--- src/rtl/mem_stage_pkg.sv ---
// Shared definitions for the MEM stage: default widths, the access timeout
// and the memory-handshake FSM state encoding.
package mem_stage_pkg;

    localparam int DEF_DATA_W  = 8;
    localparam int DEF_ADDR_W  = 8;
    localparam int DEF_RADDR_W = 2;
    localparam int DEF_TIMEOUT = 15;

    typedef enum logic [1:0] {
        IDLE  = 2'd0,
        WAIT  = 2'd1,
        ERROR = 2'd2
    } mem_state_e;

endpackage

--- src/rtl/mem_wb_reg.sv ---
// MEM/WB pipeline register. A stalled cycle becomes a bubble: the write
// enable and halt pulse are cleared while rd/data simply hold.
module mem_wb_reg #(
    parameter int DATA_W  = 8,
    parameter int RADDR_W = 2
) (
    input  logic               clk,
    input  logic               reset,
    input  logic               bubble_i,
    input  logic               reg_write_i,
    input  logic [RADDR_W-1:0] rd_i,
    input  logic [DATA_W-1:0]  write_data_i,
    input  logic               halt_i,
    output logic               reg_write_o,
    output logic [RADDR_W-1:0] rd_o,
    output logic [DATA_W-1:0]  write_data_o,
    output logic               halt_o
);

    logic               reg_write_q;
    logic [RADDR_W-1:0] rd_q;
    logic [DATA_W-1:0]  write_data_q;
    logic               halt_q;

    always_ff @(posedge clk) begin
        if (!reset) begin
            reg_write_q  <= 1'b0;
            rd_q         <= '0;
            write_data_q <= '0;
            halt_q       <= 1'b0;
        end else begin
            reg_write_q <= reg_write_i & ~bubble_i;
            halt_q      <= halt_i & ~bubble_i;
            if (!bubble_i) begin
                rd_q         <= rd_i;
                write_data_q <= write_data_i;
            end
        end
    end

    assign reg_write_o  = reg_write_q;
    assign rd_o         = rd_q;
    assign write_data_o = write_data_q;
    assign halt_o       = halt_q;

endmodule

--- src/rtl/mem_stage.sv ---
// MEM stage of the 8-bit pipeline: data-memory req/ack handshake with a
// bounded wait, jump/branch resolution, halt latching and the MEM/WB register.
module mem_stage
    import mem_stage_pkg::*;
#(
    parameter int DATA_W  = DEF_DATA_W,
    parameter int ADDR_W  = DEF_ADDR_W,
    parameter int RADDR_W = DEF_RADDR_W,
    parameter int TIMEOUT = DEF_TIMEOUT
) (
    input  logic               clk,
    input  logic               reset,
    input  logic [DATA_W-1:0]  MEM_alu_result,
    input  logic               MEM_zero_flag,
    input  logic               MEM_neg_flag,
    input  logic [DATA_W-1:0]  MEM_reg_data_2,
    input  logic [RADDR_W-1:0] MEM_rd,
    input  logic [ADDR_W-1:0]  MEM_branch_target,
    input  logic               MEM_reg_write,
    input  logic               MEM_mem_read,
    input  logic               MEM_mem_write,
    input  logic               MEM_mem_to_reg,
    input  logic               MEM_jump,
    input  logic               MEM_branch_zero,
    input  logic               MEM_branch_neg,
    input  logic               MEM_halt,
    output logic               dmem_req,
    output logic               dmem_we,
    output logic [ADDR_W-1:0]  dmem_addr,
    output logic [DATA_W-1:0]  dmem_wdata,
    input  logic               dmem_ack,
    input  logic [DATA_W-1:0]  dmem_rdata,
    output logic               stall,
    output logic               pc_src,
    output logic [ADDR_W-1:0]  pc_target,
    output logic [DATA_W-1:0]  WB_write_data,
    output logic [RADDR_W-1:0] WB_rd,
    output logic               WB_reg_write,
    output logic               WB_halt,
    output logic               halted,
    output logic               mem_error
);

    localparam int CNT_W = $clog2(TIMEOUT + 1);

    mem_state_e        state_q, state_d;
    logic [CNT_W-1:0]  cnt_q, cnt_d, cnt_next;
    logic              halted_q, halted_d;
    logic              mem_error_q, mem_error_d;
    logic              access;
    logic              taken;
    logic              load_data;
    logic [DATA_W-1:0] wb_data;

    assign access    = MEM_mem_read | MEM_mem_write;
    assign taken     = MEM_jump | (MEM_branch_zero & MEM_zero_flag) | (MEM_branch_neg & MEM_neg_flag);
    // A simultaneous read+write is treated as a store, so it never loads.
    assign load_data = MEM_mem_to_reg & MEM_mem_read & ~MEM_mem_write;
    assign wb_data   = load_data ? dmem_rdata : MEM_alu_result;

    always_ff @(posedge clk) begin
        if (!reset) begin
            state_q     <= IDLE;
            cnt_q       <= '0;
            halted_q    <= 1'b0;
            mem_error_q <= 1'b0;
        end else begin
            state_q     <= state_d;
            cnt_q       <= cnt_d;
            halted_q    <= halted_d;
            mem_error_q <= mem_error_d;
        end
    end

    // cnt_next is the number of un-acked request cycles including this one.
    always_comb begin
        state_d     = state_q;
        cnt_d       = cnt_q;
        halted_d    = halted_q;
        mem_error_d = mem_error_q;
        cnt_next    = ((state_q == WAIT) ? cnt_q : '0) + CNT_W'(1);
        case (state_q)
            IDLE, WAIT: begin
                if (dmem_req && !dmem_ack) begin
                    if (cnt_next >= CNT_W'(TIMEOUT)) begin
                        state_d     = ERROR;
                        cnt_d       = '0;
                        halted_d    = 1'b1;
                        mem_error_d = 1'b1;
                    end else begin
                        state_d = WAIT;
                        cnt_d   = cnt_next;
                    end
                end else begin
                    state_d = IDLE;
                    cnt_d   = '0;
                end
            end
            ERROR:   state_d = ERROR;
            default: state_d = IDLE;
        endcase
        if (MEM_halt && !stall) begin
            halted_d = 1'b1;
        end
    end

    always_comb begin
        dmem_req = 1'b0;
        stall    = 1'b0;
        pc_src   = 1'b0;
        if (reset) begin
            dmem_req = access & ~halted_q & (state_q != ERROR);
            stall    = (dmem_req & ~dmem_ack) | halted_q;
            pc_src   = ~halted_q & taken;
        end
    end

    assign dmem_we    = MEM_mem_write;
    assign dmem_addr  = ADDR_W'(MEM_alu_result);
    assign dmem_wdata = MEM_reg_data_2;
    assign pc_target  = MEM_branch_target;
    assign halted     = halted_q;
    assign mem_error  = mem_error_q;

    mem_wb_reg #(
        .DATA_W  (DATA_W),
        .RADDR_W (RADDR_W)
    ) u_mem_wb_reg (
        .clk          (clk),
        .reset        (reset),
        .bubble_i     (stall),
        .reg_write_i  (MEM_reg_write),
        .rd_i         (MEM_rd),
        .write_data_i (wb_data),
        .halt_i       (MEM_halt),
        .reg_write_o  (WB_reg_write),
        .rd_o         (WB_rd),
        .write_data_o (WB_write_data),
        .halt_o       (WB_halt)
    );

endmodule

--- config.mk ---
export PLATFORM = sky130hd
export DESIGN_NAME = mem_stage
export DESIGN_NICKNAME = d
export VERILOG_FILES = /design/src/rtl/mem_stage_pkg.sv /design/src/rtl/mem_wb_reg.sv /design/src/rtl/mem_stage.sv
export SDC_FILE = /design/constraint.sdc
export NUM_CORES = 1
export LEC_CHECK = 0
export CAP_MARGIN = 20
export CELL_PAD_IN_SITES_DETAIL_PLACEMENT = 1
export CELL_PAD_IN_SITES_GLOBAL_PLACEMENT = 1
export CORE_ASPECT_RATIO = 0.75
export CORE_UTILIZATION = 25
export DETAILED_ROUTE_END_ITERATION = 7
export PLACE_DENSITY = 0.83
export SLEW_MARGIN = 30
export SYNTH_ARGS = -nofsm -noshare
export SYNTH_HDL_FRONTEND = slang
export SYNTH_SLANG_ARGS = --single-unit
--- constraint.sdc ---
create_clock -name clk -period 3.3 [get_ports clk]
set_input_delay 0.495 -clock clk [delete_from_list [all_inputs] [get_ports clk]]
set_output_delay 0.495 -clock clk [all_outputs]
set_load 0.05 [all_outputs]
### Yosys cells after proc, flatten, opt, wreduce, memory -nomap -nowiden

Cells that the tools add are included.

* bits in registers: 20
* input bits: 47
* output and inout bits: 42

* add/subtract/negate cells: 1
* $lt $le $gt $ge: 1
* equal/unequal tests: 3
* multiplexer cells: 14
* bitwise operators: 18
* reductions and logical operators: 11

Operators with widths (number)
* 2-to-1 mux 4 bit: 3
* AND 1 bit: 10
* 2-to-1 mux 8 bit: 1
* 2-to-1 mux 1 bit: 7
* AND reduction 3 bit: 2
* nonzero test 2 bit: 3
* adder 4 x 1 -> 4 bit, second input constant: 1
* greater-or-equal comparator 4 bit, second input constant: 1
* 2-to-1 mux 2 bit: 2
* NOT 1 bit: 4
* bitwise OR 1 bit: 4
* case mux 2 bit (2 select lines): 1
* equality test 2 x 1 -> 1 bit, second input constant: 1
* equality test 2 bit, second input constant: 1
* logical AND 1 bit: 2
* logical NOT 1 bit: 2
* logical NOT 2 bit: 1
* inequality test 2 bit, second input constant: 1
* OR reduction 2 bit: 1

### Depth between registers and ports, before layout

Gate-level depths: netlist of run 1.

* word-level depth: 10
* mapped depth: 9
* depth with buffers taken out: 8

### Cells and area by module

Synthesis of run 1 repeated with hierarchy kept, for this count alone.

* cell total of the unflattened synthesis: 120
* area total of the unflattened synthesis: 1224.9 um2

Modules (own cells, without submodules)
* mem_stage: instances 1, cells each 84, area an instance 787.0 um2
* mem_wb_reg: instances 1, cells each 36, area an instance 437.9 um2

### Worst setup path before layout of run 1

No wires, ideal clock.

* path type: register -> output
* start: register halted_q, in the netlist halted
* end: output port dmem_req
* arrival time: 1.909 ns
* data required time: 2.805 ns
* path slack: 0.896 ns
* cell stages (with the launch flop): 3
* buffers on the path: 0
* path through: dfxtp_1 > nand2b_1 > nor3_1

* word-level cells in the longest chain between the ends: 4

Ends and longest elaborated chain
* start, declared: RTL line mem_stage.sv:48 `logic halted_q, halted_d;`
* start signal, assigned: RTL line mem_stage.sv:70 `halted_q <= halted_d;`
* NOT 1 bit: RTL line mem_stage.sv:112 `dmem_req = access & ~halted_q & (state_q != ERROR);`
* AND 1 bit (2 in a row): RTL line mem_stage.sv:112
* 2-to-1 mux 1 bit: RTL line mem_stage.sv:111 `if (reset) begin`
* end, declared: RTL line mem_stage.sv:27 `output logic dmem_req,`

No other way between the ends.

### Final worst setup path of run 1

* start: input port reset
* end: output port stall

* word-level cells in the longest chain between the ends: 1

Ends and longest elaborated chain
* start, declared: RTL line mem_stage.sv:12 `input logic reset,`
* 2-to-1 mux 1 bit: RTL line mem_stage.sv:111
* end, declared: RTL line mem_stage.sv:33 `output logic stall,`

No other way between the ends.

==> impl_metrics.csv, run 1 <==
group,metric,value,unit
sta,skew,0.00762,ns
clocking,htree_levels,1,
synthesis,synth_most_common_cell,"buf_4",
placement,dp.cells,211,
route,wl_met1,1280,µm
route,antenna_left,0,
critical_path,critPathKind,"in2out",
synthesis,ys_types,33,
pwr,finalPower,730,µW
critical_path,crit_arrival,1.96,ns
synthesis,synth_top_cell_area_share,34.0,%
sta,min_period,2.46,ns
clocking,cts_root_buffer,"clkbuf_8",
floorplan,rows,21,
placement,dp_slack,0.832,ns
synthesis,ys_ff_latch,20,
global_route,grt_use_total,12.5,%
finish,multi_input_area,533,µm²
route,route.detailed.drc,0,
sta,setup_viol,0,
clocking,hold_buffers,0,
global_route,grt_pass1_vias,1018,
pwr,sw_frac_of_total,29.8,%
finish,drive_above_1_share,8.86,%
clocking,worstSkewPairLatency,0.26,ns
floorplan,start_util,26.2,%
route,top_layer,"met4",
critical_path,slowest_stage,"clkdlybuf4s50_1",
clocking,cts-buffers-inserted,3,
global_route,antenna_found_initial,0,
critical_path,crit_path_end_kind,"primary output",
synthesis,syn_inst,127,
synthesis,synth_area,0.00118,mm²
synthesis,synth_nets,176,
critical_path,crit_required,2.80,ns
sta,worst-slew-pin-transition,0.556,ns
synthesis,yosysWarnings,0,
finish,antenna_cells,0,
synthesis,async_flop_share,0,%
route,detail_route.wirelength,2820,µm
global_route,grt_pass1_wl,4690,µm
synthesis,ys.flop_type,"dfxtp_1",
synthesis,synth_top_cell_by_area,"dfxtp_1",
sta,worst_slack,0.841,ns
clocking,ctsResizeCount,0,
clocking,cts_tree,"built",
route,firstDrtPassIters,3,
pwr,p_leak,0.000755,µW
sta,fin_crit_sh,74.5,%
floorplan,die_width,81.2,µm
critical_path,crit_path_start_kind,"input port",
route,viasPerCell,4.50,
pwr,pwr-share-clk,33.7,%
pwr,cellPowerDensity,434,mW/mm²
floorplan,pin_count,89,
finish,area_growth,42.7,%
critical_path,cp_max_fo,20,
global_route,overflow,0,
placement,hpwlAfterDp,2150,µm
route,wl_per_cell,13.1,µm
critical_path,critPathMaxStageDelay,0.49,ns
finish,nNetsFinal,208,
sta,finalMaxSlewViolations,0,
pwr,power_frac_seq,36.4,%
floorplan,die_y,61.4,µm
pwr,pwr-share-comb,30.0,%
run,max-cap-violations,0,
synthesis,synthTopCellsByCount,"25 x buf_4, 20 x dfxtp_1, 14 x nand2_1, 9 x mux2i_1, 8 x o211a_1",
sta,max_slew_margin,62.8,%
finish,area.sequential,400,µm²
synthesis,yosys-top-cells-area,"dfxtp_1 34%, buf_4 16%, mux2i_1 7.7%, o211a_1 6.8%, nand2_1 4.5%",
pwr,internal-power,512,µW
pwr,peakVddDrop,0.000201,V
placement,io_buffer_count,56,
sta,fmax,407,MHz
synthesis,ys_seq_area_share,34.0,%
sta,tns,0,ns
floorplan,die_area,0.00499,mm²
sta,final-hold-violation-count,0,
sta,rsz0062_at_grt,"false",
critical_path,cp_cell_sequence,"clkdlybuf4s50_1, nand2b_1, o41a_1, buf_4, inv_2, buf_12",
finish,fin_cells,215,
route,met2_length,1350,µm
pwr,p_switching,217,µW
route,dr_wl_met3,165,µm
placement,gp_congestion,0.733,
clocking,cts_buffer_depth,2,
critical_path,cp_num_buf_inv,4,
synthesis,syn_area_per_cell,9.27,µm²
critical_path,cp_top_family,"buffers and inverters",
route,drt_iter0_drc,14,
finish,fillerInstances,530,
floorplan,design.core.area,0.00449,mm²
synthesis,synth-edff-count,0,
outcome,status,"completed",
clocking,clk_pin_slew,0.07,ns
worst_hold_path,hold_path_class,"reg2reg",
clocking,cts_setup_buffers,0,
route,vias,968,
global_route,grt_start_max_net_pins,21,
clocking,cts.sinks,20,
[area by class of cell]
| cell class | count | share of cell area, % |
|---|---|---|
| clock buffer | 3 | 2.46 |
| clock inverter | 1 | 1.79 |
| inverter | 3 | 0.670 |
| multi-input combinational | 73 | 31.7 |
| sequential | 20 | 23.8 |
| tap | 57 | 4.24 |
| timing repair buffer | 58 | 35.3 |
[final timing paths]
kind / startpoint / end / slack, ns / cells past startpoint
min: u_mem_wb_reg.rd_o[0] / u_mem_wb_reg.rd_o[0] / 0.49 / 2
max: reset / stall / 0.84 / 6
min reg2reg: u_mem_wb_reg.rd_o[0] / u_mem_wb_reg.rd_o[0] / 0.49 / 2
max reg2reg: state_q[0] / cnt_q[2] / 1.29 / 7
[state kept, by name, indices dropped and copies added (netlist names)]
name and count:
cnt_q 4, halted 1, mem_error 1, state_q 2, u_mem_wb_reg.halt_o 1, u_mem_wb_reg.rd_o 2
u_mem_wb_reg.reg_write_o 1, u_mem_wb_reg.write_data_o 8
[per-stage QoR]
stage                     area, µm²  utilization, %  hold WS (ns)
after detailed placement       1610            35.8         0.463
after CTS                      1680            37.4         0.492
after floorplan                1180               -         0.450
after global placement         1610            35.8         0.463
after global routing           1680            37.4         0.506
final                          1680            37.4         0.485
[power groups by stage]
stage | Clock, µW | Sequential [µW] | Combinational (µW)
after floorplan | 0 | 318 | 139
after global placement | 0 | 270 | 218
after detailed placement | 0 | 271 | 221
after CTS | 254 | 266 | 221
after global routing | 264 | 268 | 231
final | 246 | 265 | 219
[per-layer routing]
| metal | vias to the layer above | global-route usage [%] |
|---|---|---|
| li1 | 476 | - |
| met1 | 454 | 15.2 |
| met2 | 36 | 20.8 |
| met3 | 2 | 4.44 |
| met4 | 0 | 4.08 |
| met5 | - | 0 |
[cells by family after synthesis]
logic type / count (synthesis) / share of synthesized area [%]
simple gates: 38 / 19.0
buf+inv: 34 / 20.7
compound gates: 23 / 15.7
flops: 20 / 34.0
mux: 9 / 7.65
fa+ha+maj: 2 / 2.13
xor+xnor: 1 / 0.744
[layout by cell type (no fill, tap or decap), types with 2 or more instances in the layout]
master            n
ha_1              2
nor4_2            2
buf_4             3
nor3b_1           2
a21boi_1          2
clkbuf_8          3
o21a_1            2
inv_1             2
nand2_1          14
clkdlybuf4s50_1  53
nor2_1            2
nand3_1           5
o21ai_1           6
nor2b_1           2
buf_12            2
dfxtp_1          20
o211a_1           8
nand3b_1          2
mux2i_1           9
and2_1            3
[tightest hold or removal path, stage by stage (launching register included)]
cell,delay [ns]
dfxtp_1,0.31
o21ai_1,0.07
a21boi_1,0.06
(Power assumes the default switching activity.)
==> run 2, diff against run 1 <==
- CORE_UTILIZATION: 25 -> 23
- PLACE_DENSITY: 0.83 -> 0.77
- clock period: 3.3 -> 2.4 ns (I/O delays scaled with it)
==> impl_metrics.csv, run 2 (same netlist as run 1, synthesis figures left out) <==
group,metric,value,unit
critical_path,critPathMaxStageDelay,0.49,ns
clocking,cts_setup_buffers,0,
global_route,grt_pass1_wl,4840,µm
critical_path,crit_required,2.04,ns
clocking,worstSkewPairLatency,0.26,ns
finish,multi_input_area,533,µm²
placement,dp_slack,0.350,ns
clocking,cts_tree,"built",
floorplan,design.core.area,0.00490,mm²
critical_path,crit_path_start_kind,"input port",
route,wl_per_cell,13.4,µm
route,antenna_left,0,
route,route.detailed.drc,3,
route,detail_route.wirelength,2920,µm
pwr,peakVddDrop,0.000276,V
finish,area_growth,43.9,%
clocking,cts.sinks,20,
critical_path,crit_path_end_kind,"primary output",
clocking,cts_buffer_depth,2,
sta,skew,0.00150,ns
finish,nNetsFinal,208,
sta,tns,0,ns
worst_hold_path,hold_path_class,"reg2reg",
finish,layout_common_cells,"52 x clkdlybuf4s50_1, 20 x dfxtp_1, 14 x nand2_1",
route,firstDrtPassIters,8,
finish,mostFrequentLayoutCell,"clkdlybuf4s50_1",
sta,worst-slew-pin-transition,0.561,ns
sta,rsz0062_at_grt,"false",
critical_path,crit_arrival,1.68,ns
sta,final-hold-violation-count,0,
clocking,htree_levels,1,
clocking,cts_root_buffer,"clkbuf_8",
floorplan,die_area,0.00541,mm²
sta,fmax,490,MHz
finish,largest_reg_flops,8,
placement,io_buffer_count,56,
pwr,p_leak,0.000760,µW
critical_path,cp_cell_sequence,"clkdlybuf4s50_1, nand2b_1, o41a_1, inv_2, buf_12",
critical_path,cp_max_fo,6,
clocking,ctsResizeCount,0,
global_route,grt_start_max_net_pins,21,
floorplan,rows,22,
placement,gp_congestion,0.727,
sta,min_period,2.04,ns
global_route,overflow,0,
clocking,cts-buffers-inserted,3,
finish,fillerInstances,580,
pwr,cellPowerDensity,596,mW/mm²
placement,hpwlAfterDp,2290,µm
route,viasPerCell,4.50,
route,drt_iter0_drc,26,
critical_path,slowest_stage,"clkdlybuf4s50_1",
clocking,clk_pin_slew,0.08,ns
global_route,grt_use_total,11.5,%
sta,finalMaxSlewViolations,0,
sta,setup_viol,0,
sta,max_slew_margin,62.5,%
floorplan,die_y,64.0,µm
route,vias,980,
outcome,violations,"DRC",
clocking,hold_buffers,0,
floorplan,die_width,84.6,µm
global_route,grt_pass1_vias,1029,
floorplan,pin_count,89,
run,max-cap-violations,0,
global_route,antenna_found_initial,0,
sta,fin_crit_sh,85.0,%
finish,antenna_cells,0,
outcome,status,"finished with violations",
floorplan,start_util,24.0,%
finish,drive_above_1_share,9.49,%
critical_path,critPathKind,"in2out",
sta,worst_slack,0.359,ns
finish,area.sequential,400,µm²
run 2: cell types whose count changed in the layout (fill, tap and decap cells not counted), sizes merged:
| cell | change |
|---|---|
| clkdlybuf4s50 | -1 |
| buf | +1 |
run 2: area by class of cell:
| cell class | instances | area share [%] |
|---|---|---|
| well taps | 60 | 4.43 |
| clock buffers | 3 | 2.44 |
| flip-flops and latches | 20 | 23.6 |
| clock inverters | 1 | 1.77 |
| repair buffers | 58 | 35.6 |
| multi-input cells | 73 | 31.5 |
| inverters | 3 | 0.665 |
run 2: final timing paths:
| path | cells past startpoint | from | slack, ns | endpoint |
|---|---|---|---|---|
| hold reg to reg | 2 | cnt_q[3] | 0.48 | cnt_q[3] |
| hold / removal | 2 | cnt_q[3] | 0.48 | cnt_q[3] |
| setup / recovery | 5 | reset | 0.36 | stall |
| setup reg to reg | 7 | state_q[0] | 0.44 | cnt_q[2] |
run 2: critical path, delay by kind of cell:
| kind | cells | cell delay, ns |
|---|---|---|
| and+or+nand+nor | 1 | 0.16 |
| AOI/OAI and AO/OA | 1 | 0.45 |
| buffers and inverters | 3 | 0.71 |
run 2: routing by layer:
| metal | track usage [%] | part of all wire [%] | up-vias |
|---|---|---|---|
| li1 | - | - | 481 |
| met1 | 13.5 | 45 | 464 |
| met4 | 2.12 | 0.34 | 0 |
| met3 | 4.65 | 6.4 | 2 |
| met5 | 0 | 0 | - |
| met2 | 19.8 | 48 | 33 |
run 2: through the flow:
stage / power [µW] / cells / hold WS, ns / instance area (µm²) / utilization [%]
floorplan: 628 / 127 / 0.450 / 1180 / -
CTS: 1030 / 218 / 0.486 / 1690 / 34.6
global route: 1060 / 218 / 0.516 / 1690 / 34.6
global placement: 678 / 214 / 0.459 / 1620 / 33.1
detailed placement: 681 / 214 / 0.456 / 1620 / 33.1
finish: 1010 / 218 / 0.484 / 1690 / 34.6
run 2: power breakdown:
part	internal (µW)	total (µW)	switching (µW)
clock network	223	339	116
logic	132	305	173
registers	353	365	12.2
